$ cat src/rtl/dm_mem_responder_pkg.sv
`default_nettype none
// ============================================================================
//  Package     : dm_pkg
//  Description : Types and constants shared between the DM pipeline stage
//                and the memory-side responder.
//                Holds the load/store opcode encodings, the opcode width,
//                the wait-counter width and the responder state type.
//  Revision    : 1.0 - initial release
// ============================================================================
package dm_pkg;

    localparam int OPC_W = 4;
    localparam int CNT_W = 4;

    localparam logic [OPC_W-1:0] OPC_LOAD  = 4'b1101;
    localparam logic [OPC_W-1:0] OPC_STORE = 4'b1110;

    typedef enum logic [1:0] {
        IDLE   = 2'd0,
        WAIT   = 2'd1,
        ACCESS = 2'd2,
        RESP   = 2'd3
    } dm_rsp_state_t;

    // True for the two opcodes that touch the data RAM.
    function automatic logic is_mem_op(input logic [OPC_W-1:0] opc);
        return (opc == OPC_LOAD) || (opc == OPC_STORE);
    endfunction

endpackage
`default_nettype wire

$ cat src/rtl/dm_mem_responder_ram.sv
`default_nettype none
// ============================================================================
//  Module      : dm_ram_sp
//  Description : Single-port data RAM, 2**ADDR_W words of DATA_W bits.
//                Synchronous write, synchronous read; contents are not reset.
//  Ports       : clk   - clock, rising edge
//                en    - access enable
//                we    - write enable (qualified by en)
//                addr  - word address
//                wdata - write data
//                rdata - read data, updated the edge after a read access
//                        and held until the next read
//  Revision    : 1.0 - initial release
// ============================================================================
module dm_ram_sp #(
    parameter int ADDR_W = 8,
    parameter int DATA_W = 8
) (
    input  logic              clk,
    input  logic              en,
    input  logic              we,
    input  logic [ADDR_W-1:0] addr,
    input  logic [DATA_W-1:0] wdata,
    output logic [DATA_W-1:0] rdata
);

    localparam int DEPTH = 2 ** ADDR_W;

    logic [DATA_W-1:0] mem [DEPTH];

    always_ff @(posedge clk) begin
        if (en) begin
            if (we) begin
                mem[addr] <= wdata;
            end else begin
                rdata <= mem[addr];
            end
        end
    end

endmodule
`default_nettype wire

$ cat src/rtl/dm_mem_responder.sv
`default_nettype none
// ============================================================================
//  Module      : dm_mem_responder
//  Description : Memory-side end of the DM stage interface. Accepts one
//                load/store/no-op request at a time, waits WAIT_CYCLES,
//                performs the RAM access and returns a response over a
//                valid/ready handshake.
//  Ports       : clk, rst_n               - clock / async active-low reset
//                req_valid/req_ready      - request handshake
//                req_opcode/addr/wdata    - request payload
//                rsp_valid/rsp_ready      - response handshake
//                rsp_rdata                - load data (0 for store / no-op)
//                rsp_is_load, rsp_noop    - response kind
//                busy                     - high whenever not IDLE
//  Revision    : 1.0 - initial release
// ============================================================================
module dm_mem_responder
    import dm_pkg::*;
#(
    parameter int ADDR_W      = 8,
    parameter int DATA_W      = 8,
    parameter int WAIT_CYCLES = 2
) (
    input  logic              clk,
    input  logic              rst_n,
    input  logic              req_valid,
    output logic              req_ready,
    input  logic [OPC_W-1:0]  req_opcode,
    input  logic [ADDR_W-1:0] req_addr,
    input  logic [DATA_W-1:0] req_wdata,
    output logic              rsp_valid,
    input  logic              rsp_ready,
    output logic [DATA_W-1:0] rsp_rdata,
    output logic              rsp_is_load,
    output logic              rsp_noop,
    output logic              busy
);

    // The wait counter is 4 bits wide, so larger values cannot be honoured.
    if (WAIT_CYCLES < 0 || WAIT_CYCLES > 15) begin : g_wait_range_check
        $error("dm_mem_responder: WAIT_CYCLES must be in 0..15");
    end

    localparam logic [CNT_W-1:0] WAIT_INIT = CNT_W'(WAIT_CYCLES);

    dm_rsp_state_t     state, state_nxt;
    logic [CNT_W-1:0]  cnt, cnt_nxt;
    logic              rsp_valid_nxt, rsp_is_load_nxt, rsp_noop_nxt;
    logic              accept;

    logic [OPC_W-1:0]  opc_q;
    logic [ADDR_W-1:0] addr_q;
    logic [DATA_W-1:0] wdata_q;

    logic              ram_en, ram_we;
    logic [DATA_W-1:0] ram_rdata;

    // ------------------------------------------------------------------
    // State, counter, response flags and request latch
    // ------------------------------------------------------------------
    always_ff @(posedge clk or negedge rst_n) begin
        if (!rst_n) begin
            state       <= IDLE;
            cnt         <= '0;
            rsp_valid   <= 1'b0;
            rsp_is_load <= 1'b0;
            rsp_noop    <= 1'b0;
            opc_q       <= '0;
            addr_q      <= '0;
            wdata_q     <= '0;
        end else begin
            state       <= state_nxt;
            cnt         <= cnt_nxt;
            rsp_valid   <= rsp_valid_nxt;
            rsp_is_load <= rsp_is_load_nxt;
            rsp_noop    <= rsp_noop_nxt;
            if (accept) begin
                opc_q   <= req_opcode;
                addr_q  <= req_addr;
                wdata_q <= req_wdata;
            end
        end
    end

    // ------------------------------------------------------------------
    // Next-state and control
    // ------------------------------------------------------------------
    always_comb begin
        state_nxt       = state;
        cnt_nxt         = cnt;
        rsp_valid_nxt   = rsp_valid;
        rsp_is_load_nxt = rsp_is_load;
        rsp_noop_nxt    = rsp_noop;
        accept          = 1'b0;
        ram_en          = 1'b0;
        ram_we          = 1'b0;

        case (state)
            IDLE: begin
                if (req_valid) begin
                    accept = 1'b1;
                    if (is_mem_op(req_opcode)) begin
                        if (WAIT_CYCLES == 0) begin
                            state_nxt = ACCESS;
                        end else begin
                            state_nxt = WAIT;
                            cnt_nxt   = WAIT_INIT;
                        end
                    end else begin
                        // Non-memory opcode: answer immediately, RAM untouched.
                        state_nxt     = RESP;
                        rsp_valid_nxt = 1'b1;
                        rsp_noop_nxt  = 1'b1;
                    end
                end
            end

            WAIT: begin
                cnt_nxt = cnt - 1'b1;
                // The <= guard also rescues a counter that is somehow at 0.
                if (cnt <= 1) begin
                    state_nxt = ACCESS;
                end
            end

            ACCESS: begin
                // The store lands here, before its response is issued, which
                // is what makes a following load to the same address see it.
                ram_en          = 1'b1;
                ram_we          = (opc_q == OPC_STORE);
                state_nxt       = RESP;
                rsp_valid_nxt   = 1'b1;
                rsp_is_load_nxt = (opc_q == OPC_LOAD);
            end

            RESP: begin
                if (rsp_ready) begin
                    state_nxt       = IDLE;
                    rsp_valid_nxt   = 1'b0;
                    rsp_is_load_nxt = 1'b0;
                    rsp_noop_nxt    = 1'b0;
                end
            end

            default: begin
                state_nxt = IDLE;
            end
        endcase
    end

    dm_ram_sp #(
        .ADDR_W (ADDR_W),
        .DATA_W (DATA_W)
    ) u_ram (
        .clk   (clk),
        .en    (ram_en),
        .we    (ram_we),
        .addr  (addr_q),
        .wdata (wdata_q),
        .rdata (ram_rdata)
    );

    // The RAM output register holds the load data through RESP because the
    // RAM is not enabled again until the next request reaches ACCESS.
    assign rsp_rdata = rsp_is_load ? ram_rdata : '0;
    assign req_ready = (state == IDLE);
    assign busy      = (state != IDLE);

endmodule
`default_nettype wire

$ cat config.mk
export PLATFORM = sky130hd
export DESIGN_NAME = dm_mem_responder
export DESIGN_NICKNAME = d
export VERILOG_FILES = /design/src/rtl/dm_mem_responder_pkg.sv /design/src/rtl/dm_mem_responder_ram.sv /design/src/rtl/dm_mem_responder.sv
export SDC_FILE = /design/constraint.sdc
export NUM_CORES = 2
export LEC_CHECK = 0
export BUFFER_PORTS_ARGS = -buffer_cell sky130_fd_sc_hd__buf_2
export CAP_MARGIN = 0
export CORE_MARGIN = 2
export CORE_UTILIZATION = 40
export DETAILED_ROUTE_END_ITERATION = 16
export PLACE_DENSITY = 0.63
export SLEW_MARGIN = 5
export SYNTH_ARGS = -nofsm -noshare
export SYNTH_HDL_FRONTEND = slang
export SYNTH_HIERARCHICAL = 1
export SYNTH_SLANG_ARGS = --single-unit
$ cat constraint.sdc
create_clock -name clk -period 3.8 [get_ports clk]
set_clock_uncertainty 0.05 [all_clocks]
set_input_delay 0.38 -clock clk [delete_from_list [all_inputs] [get_ports clk]]
set_output_delay 0.38 -clock clk [all_outputs]
set_load 0.05 [all_outputs]
# Word level (Yosys, flattened, before mapping)
# Memory sizes are Yosys's and may differ from the RTL's. A register that Yosys moved wholly into a read port is not among the register bits.
# Cells that the tools add are included.
[classes] n_addsub=1 n_mul=0 n_div=0 n_lt_le_gt_ge=1 eq_ne=12 shifts=0 mux=22 bitwise=1 n_reduce_logical=13
[op_table] operator="$eq 4x4->1 const B" n=4
[op_table] operator="$mux 1" n=10
[op_table] operator="$mux 2" n=4
[op_table] operator="$mux 4" n=2
[op_table] operator="$mux 8" n=1
[op_table] operator="$ne 2x2->1 const B" n=4
[op_table] operator="$pmux 2 s4" n=1
[op_table] operator="$pmux 4 s2" n=1
[op_table] operator="$reduce_and 4->1" n=2
[op_table] operator="$reduce_bool 2->1" n=4
[op_table] operator="$reduce_and 3->1" n=2
[op_table] operator="$eq 2x2->1 const B" n=2
[op_table] operator="$le 4x1->1 const B" n=1
[op_table] operator="$pmux 1 s2" n=2
[op_table] operator="$reduce_and 2->1" n=2
[op_table] operator="$sub 4x1->4 const B" n=1
[op_table] operator="$pmux 1 s3" n=1
[op_table] operator="$reduce_bool 3->1" n=1
[op_table] operator="$eq 2x1->1 const B" n=1
[op_table] operator="$logic_not 2->1" n=1
[op_table] operator="$ne 2x1->1 const B" n=1
[op_table] operator="$logic_or 1x1->1" n=1
[op_table] operator="$not 1->1" n=1
[word_totals] regBits=29 latchBits=0 mem_bits_rw=2048 rom_bits=0 in_bits=24 out_inout_bits=13 word_cells=59 memories=1
[memory_table] memory="u_ram.mem" depth=256 width=8 read_ports=1 rd_ports_with_merged_regs=1 write_ports=1 line_no="dm_mem_responder_ram.sv:29" source="logic [DATA_W-1:0] mem [DEPTH];"

# Longest topological paths before layout
[depth] depth_word=5 ltp_mapped=9 depth_no_buf=8

# Hierarchy
# The synthesis kept the hierarchy.
[modules_own_cells] module="dm_ram_sp" n_inst=1 cells_each=3526 area_per_inst_um2=78376.4 seq_area_each_um2=61739.2
[modules_own_cells] module="dm_mem_responder" n_inst=1 cells_each=124 area_per_inst_um2=1456.4 seq_area_each_um2=725.7

# Least setup slack after synthesis
# No wires, ideal clock.
[synth_path] path_type="register to register" startpoint="register wdata_q[0]" endpoint="memory u_ram.mem[0][0] (data pin)" setup_time_ns=0.803 arrival_time_ns=3.179 setup_slack_ns=-0.232 stages_incl_launch_ff=1 path_cell_list="dfrtp_1"
[synth_lines] element="from (decl)" line_no="dm_mem_responder.sv:53" source="logic [DATA_W-1:0] wdata_q;"
[synth_lines] element="from (signal assigned)" line_no="dm_mem_responder.sv:80" source="wdata_q <= req_wdata;"
[synth_lines] element="to (decl)" line_no="dm_mem_responder_ram.sv:29"
# Straight into the memory's write port.

==> qor.csv <==
stage;metric;value;unit
setup_path;WS Path Type;reg -> reg;
timing;Worst Tran Pin Value;1.21;ns
global_routing;Global Route Usage Sum;19.6;%
route;1st-iter DRT viols;5196;
yosys;yosys warns;6;
global_routing;largest net degree at the start of global routing;129;
clocking;Clock Latency Late Sink;0.83;ns
clocking;# Post-CTS Setup Buffers;0;
yosys;predominant post-synthesis flop cell;edfxtp_1;
yosys;Async S/R FF share, synth;1.39;%
timing;Setup TNS Final;0;ns
clocking;CTS root buf;clkbuf_16;
setup_path;Critical Path Sink Type;register;
power_and_ir_drop;Pleak;0.0293;uW
outcome;status;completed;
timing;Max Freq;267;MHz
job;Max-cap violations;0;
clocking;CTS buffer count;204;
timing;Fin. Hold Viols;0;
final_layout;Final Core Density;47.2;%
timing;Slew HR;17.9;%
route;WL/cell;28.8;um
final_layout;fraction of layout cells with a size suffix above 1;31.6;%
yosys;Yosys reg bits;2085;
power_and_ir_drop;Pwr Density;748;mW/mm^2
yosys;Yosys cell types;42;
timing;period utilization;98.6;%
route;Post-DRT Antenna Nets;0;
timing;setup ws final;0.0528;ns
route;vias;39800;
global_routing;total global routing overflow;0;
global_routing;vias in the first global route;40200;
yosys;sequential-to-total area share from yosys stat;78.2;%
clocking;CTS Buffer Depth;3;
final_layout;Multi-input gate area;0.0165;sq mm
floorplan;# IOs;37;
setup_path;CP required;4.28;ns
yosys;Post-Syn Nets;3680;
yosys;Gate Count Post-Synth;3650;
final_layout;fin area;0.0933;sq mm
floorplan;core area;0.198;sq mm
setup_path;CP Cell Sequence;buf_12 -> buf_4 -> mux4_2 -> a22oi_1 -> a21oi_1 -> o41ai_1 -> nand4_1;
placed_design;IO Port Bufs;36;
route;vias per cell;5.72;
route;drt drc;0;
final_layout;fin cells;6960;
setup_path;Worst setup startpoint;addr_q[0]$_DFFE_PN0P_;
yosys;EDFF count, synth;2056;
timing;Tmin final;3.75;ns
final_layout;final net count;4170;
timing;final setup vio count;0;
setup_path;worst reg2reg startpoint;addr_q[0]$_DFFE_PN0P_;
placed_design;worst slack, placed;-0.172;ns
route;DRT Wirelength;200000;um
yosys;Avg Inst Size Synth;21.9;sq um
setup_path;CP Launch Type;register;
setup_path;r2r endpoint;u_ram/rdata[1]$_DFFE_PP_;
global_routing;initial antenna violation count;8;
clocking;H-tree levels;4;
clocking;CTS sink count;2085;
power_and_ir_drop;peak supply drop;0.000629;V
floorplan;Site Rows;163;
clocking;clock slew at reported path FFs;0.07;ns
setup_path;Critical Path Slowest Stage Cell;o41ai_1;
final_layout;leading cell type in the layout, fill and taps excluded;edfxtp_1;
setup_path;Worst EP arrival;4.22;ns
timing;RSZ-0062 raised after global routing;false;
final_layout;Layout area overhead;16.9;%
setup_path;Reg2Reg Depth;7;
final_layout;FF+latch area;0.0625;sq mm
placed_design;detailed placer's ending HPWL;122000;um
clocking;CTS tree;yes;
floorplan;die height;451;um
global_routing;first-pass GRT wire length;289000;um
final_layout;Fill cells;16200;
floorplan;full die area;0.203;sq mm
setup_path;CP max FO;13;
final_layout;most frequent cells in the layout;2056 x edfxtp_1, 512 x mux4_2, 404 x buf_4, 264 x nor2_1, 256 x a22oi_1;
floorplan;starting density of the core;40.4;%
placed_design;post-detailed-placement cell area;0.0864;sq mm
worst_hold_path;Hold Crit Class;in -> async;
floorplan;die width;451;um
yosys;Synth Cell Area;0.0798;sq mm
placed_design;dpl cells;6549;
timing;Slew Viols, Final;0;
placed_design;gpl congestion;0.824;
route;DR pass1 iterations;5;
setup_path;worst reg2reg setup slack;0.05;ns
setup_path;max incr delay on CP;1.10;ns
[how the worst max path moves through the flow]
stage | endpoint | slack, ns | cells past startpoint
2_1_floorplan | u_ram/mem[117][0]$_DFFE_PP_ | 1.03 | 9
3_3_place_gp | u_ram/rdata[3]$_DFFE_PP_ | -0.23 | 8
3_5_place_dp | u_ram/rdata[5]$_DFFE_PP_ | -0.17 | 8
4_1_cts | u_ram/rdata[2]$_DFFE_PP_ | 0.05 | 9
5_1_grt | u_ram/rdata[1]$_DFFE_PP_ | 0.02 | 7
6_report | u_ram/rdata[1]$_DFFE_PP_ | 0.05 | 7
[layer usage]
layer	part of all wire (%)	global-route usage (%)	wire (um)
met1	41	27.8	81300
met2	48	30.9	96200
met3	8.7	3.71	17400
met4	2.6	5.68	5270
met5	0.048	0	96
[through the flow]
step	total power, uW	hold slack (ns)
2_1_floorplan	42400	0.0344
3_3_place_gp	50300	0.455
3_5_place_dp	50600	0.452
4_1_cts	70200	0.160
5_1_grt	72200	0.220
6_report	69800	0.182
[where the power goes]
group | internal [uW] | leakage (uW) | switching (uW)
sequential | 29000 | 0.0189 | 1130
combinational | 7700 | 0.00721 | 12300
clock | 11100 | 0.00321 | 8630
total | 47800 | 0.0293 | 22000
[critical path, delay by kind of cell (launching register included)]
kind,cells,cell delay (ns)
AO/OA/AOI/OAI,3,1.61
flip-flops,1,0.61
multiplexers,1,0.53
buffers and inverters,2,0.47
AND/OR/NAND/NOR,1,0.16
[final cells by class]
class                      count  area share [%]
timing repair buffer         513            4.74
tap                         2640            3.54
inverter                       7          0.0282
sequential                  2085            67.0
clock inverter               114            1.17
antenna                        4          0.0107
clock buffer                 268            5.90
multi-input combinational   1329            17.6
[what timing repair did]
item                       in CTS  in global routing
hold buffers                   25                  0
pin swaps                       0                  0
gates resized for setup         2                  3
hold endpoints to repair       53                  0
setup endpoints to repair       2                  3
[Yosys cell counts, types with 9 or more instances]
library cell     n  area (sq um)
mux2_2          21           236
nor2_1         265           995
buf_1           21          78.8
o41ai_1         32           280
buf_2           45           225
nand3_1         11          55.1
edfxtp_1      2056         61700
and2_1          10          62.6
nand2_1         36           135
mux4_2         512         11500
buf_4           11          82.6
buf_6            9           101
a22oi_1        256          1920
dfrtp_1         29           726
clkbuf_1       143           537
a21oi_1        129           646
[cells by family (layout without fill, tap and decap cells)]
family                   Yosys count  in the layout  synth area share [%]
XOR/XNOR                           1              1                0.0204
adder cells (fa/ha/maj)            6              6                0.0940
AO/OA/AOI/OAI                    434            434                  3.71
other                              0              4                     0
buffers and inverters            236            902                  1.32
multiplexers                     536            536                  14.8
flip-flops                      2085           2085                  78.2
AND/OR/NAND/NOR                  352            352                  1.83
[state kept, by name, indices dropped and copies added (netlist names)]
| signal | cells |
|---|---|
| addr_q | 8 |
| cnt | 4 |
| rsp_noop | 1 |
| state | 2 |
| opc_q | 4 |
| u_ram/mem | 2048 |
| rsp_is_load | 1 |
| u_ram/rdata | 8 |
| wdata_q | 8 |
| rsp_valid | 1 |
Note: power is estimated with default switching activity, not from simulation.
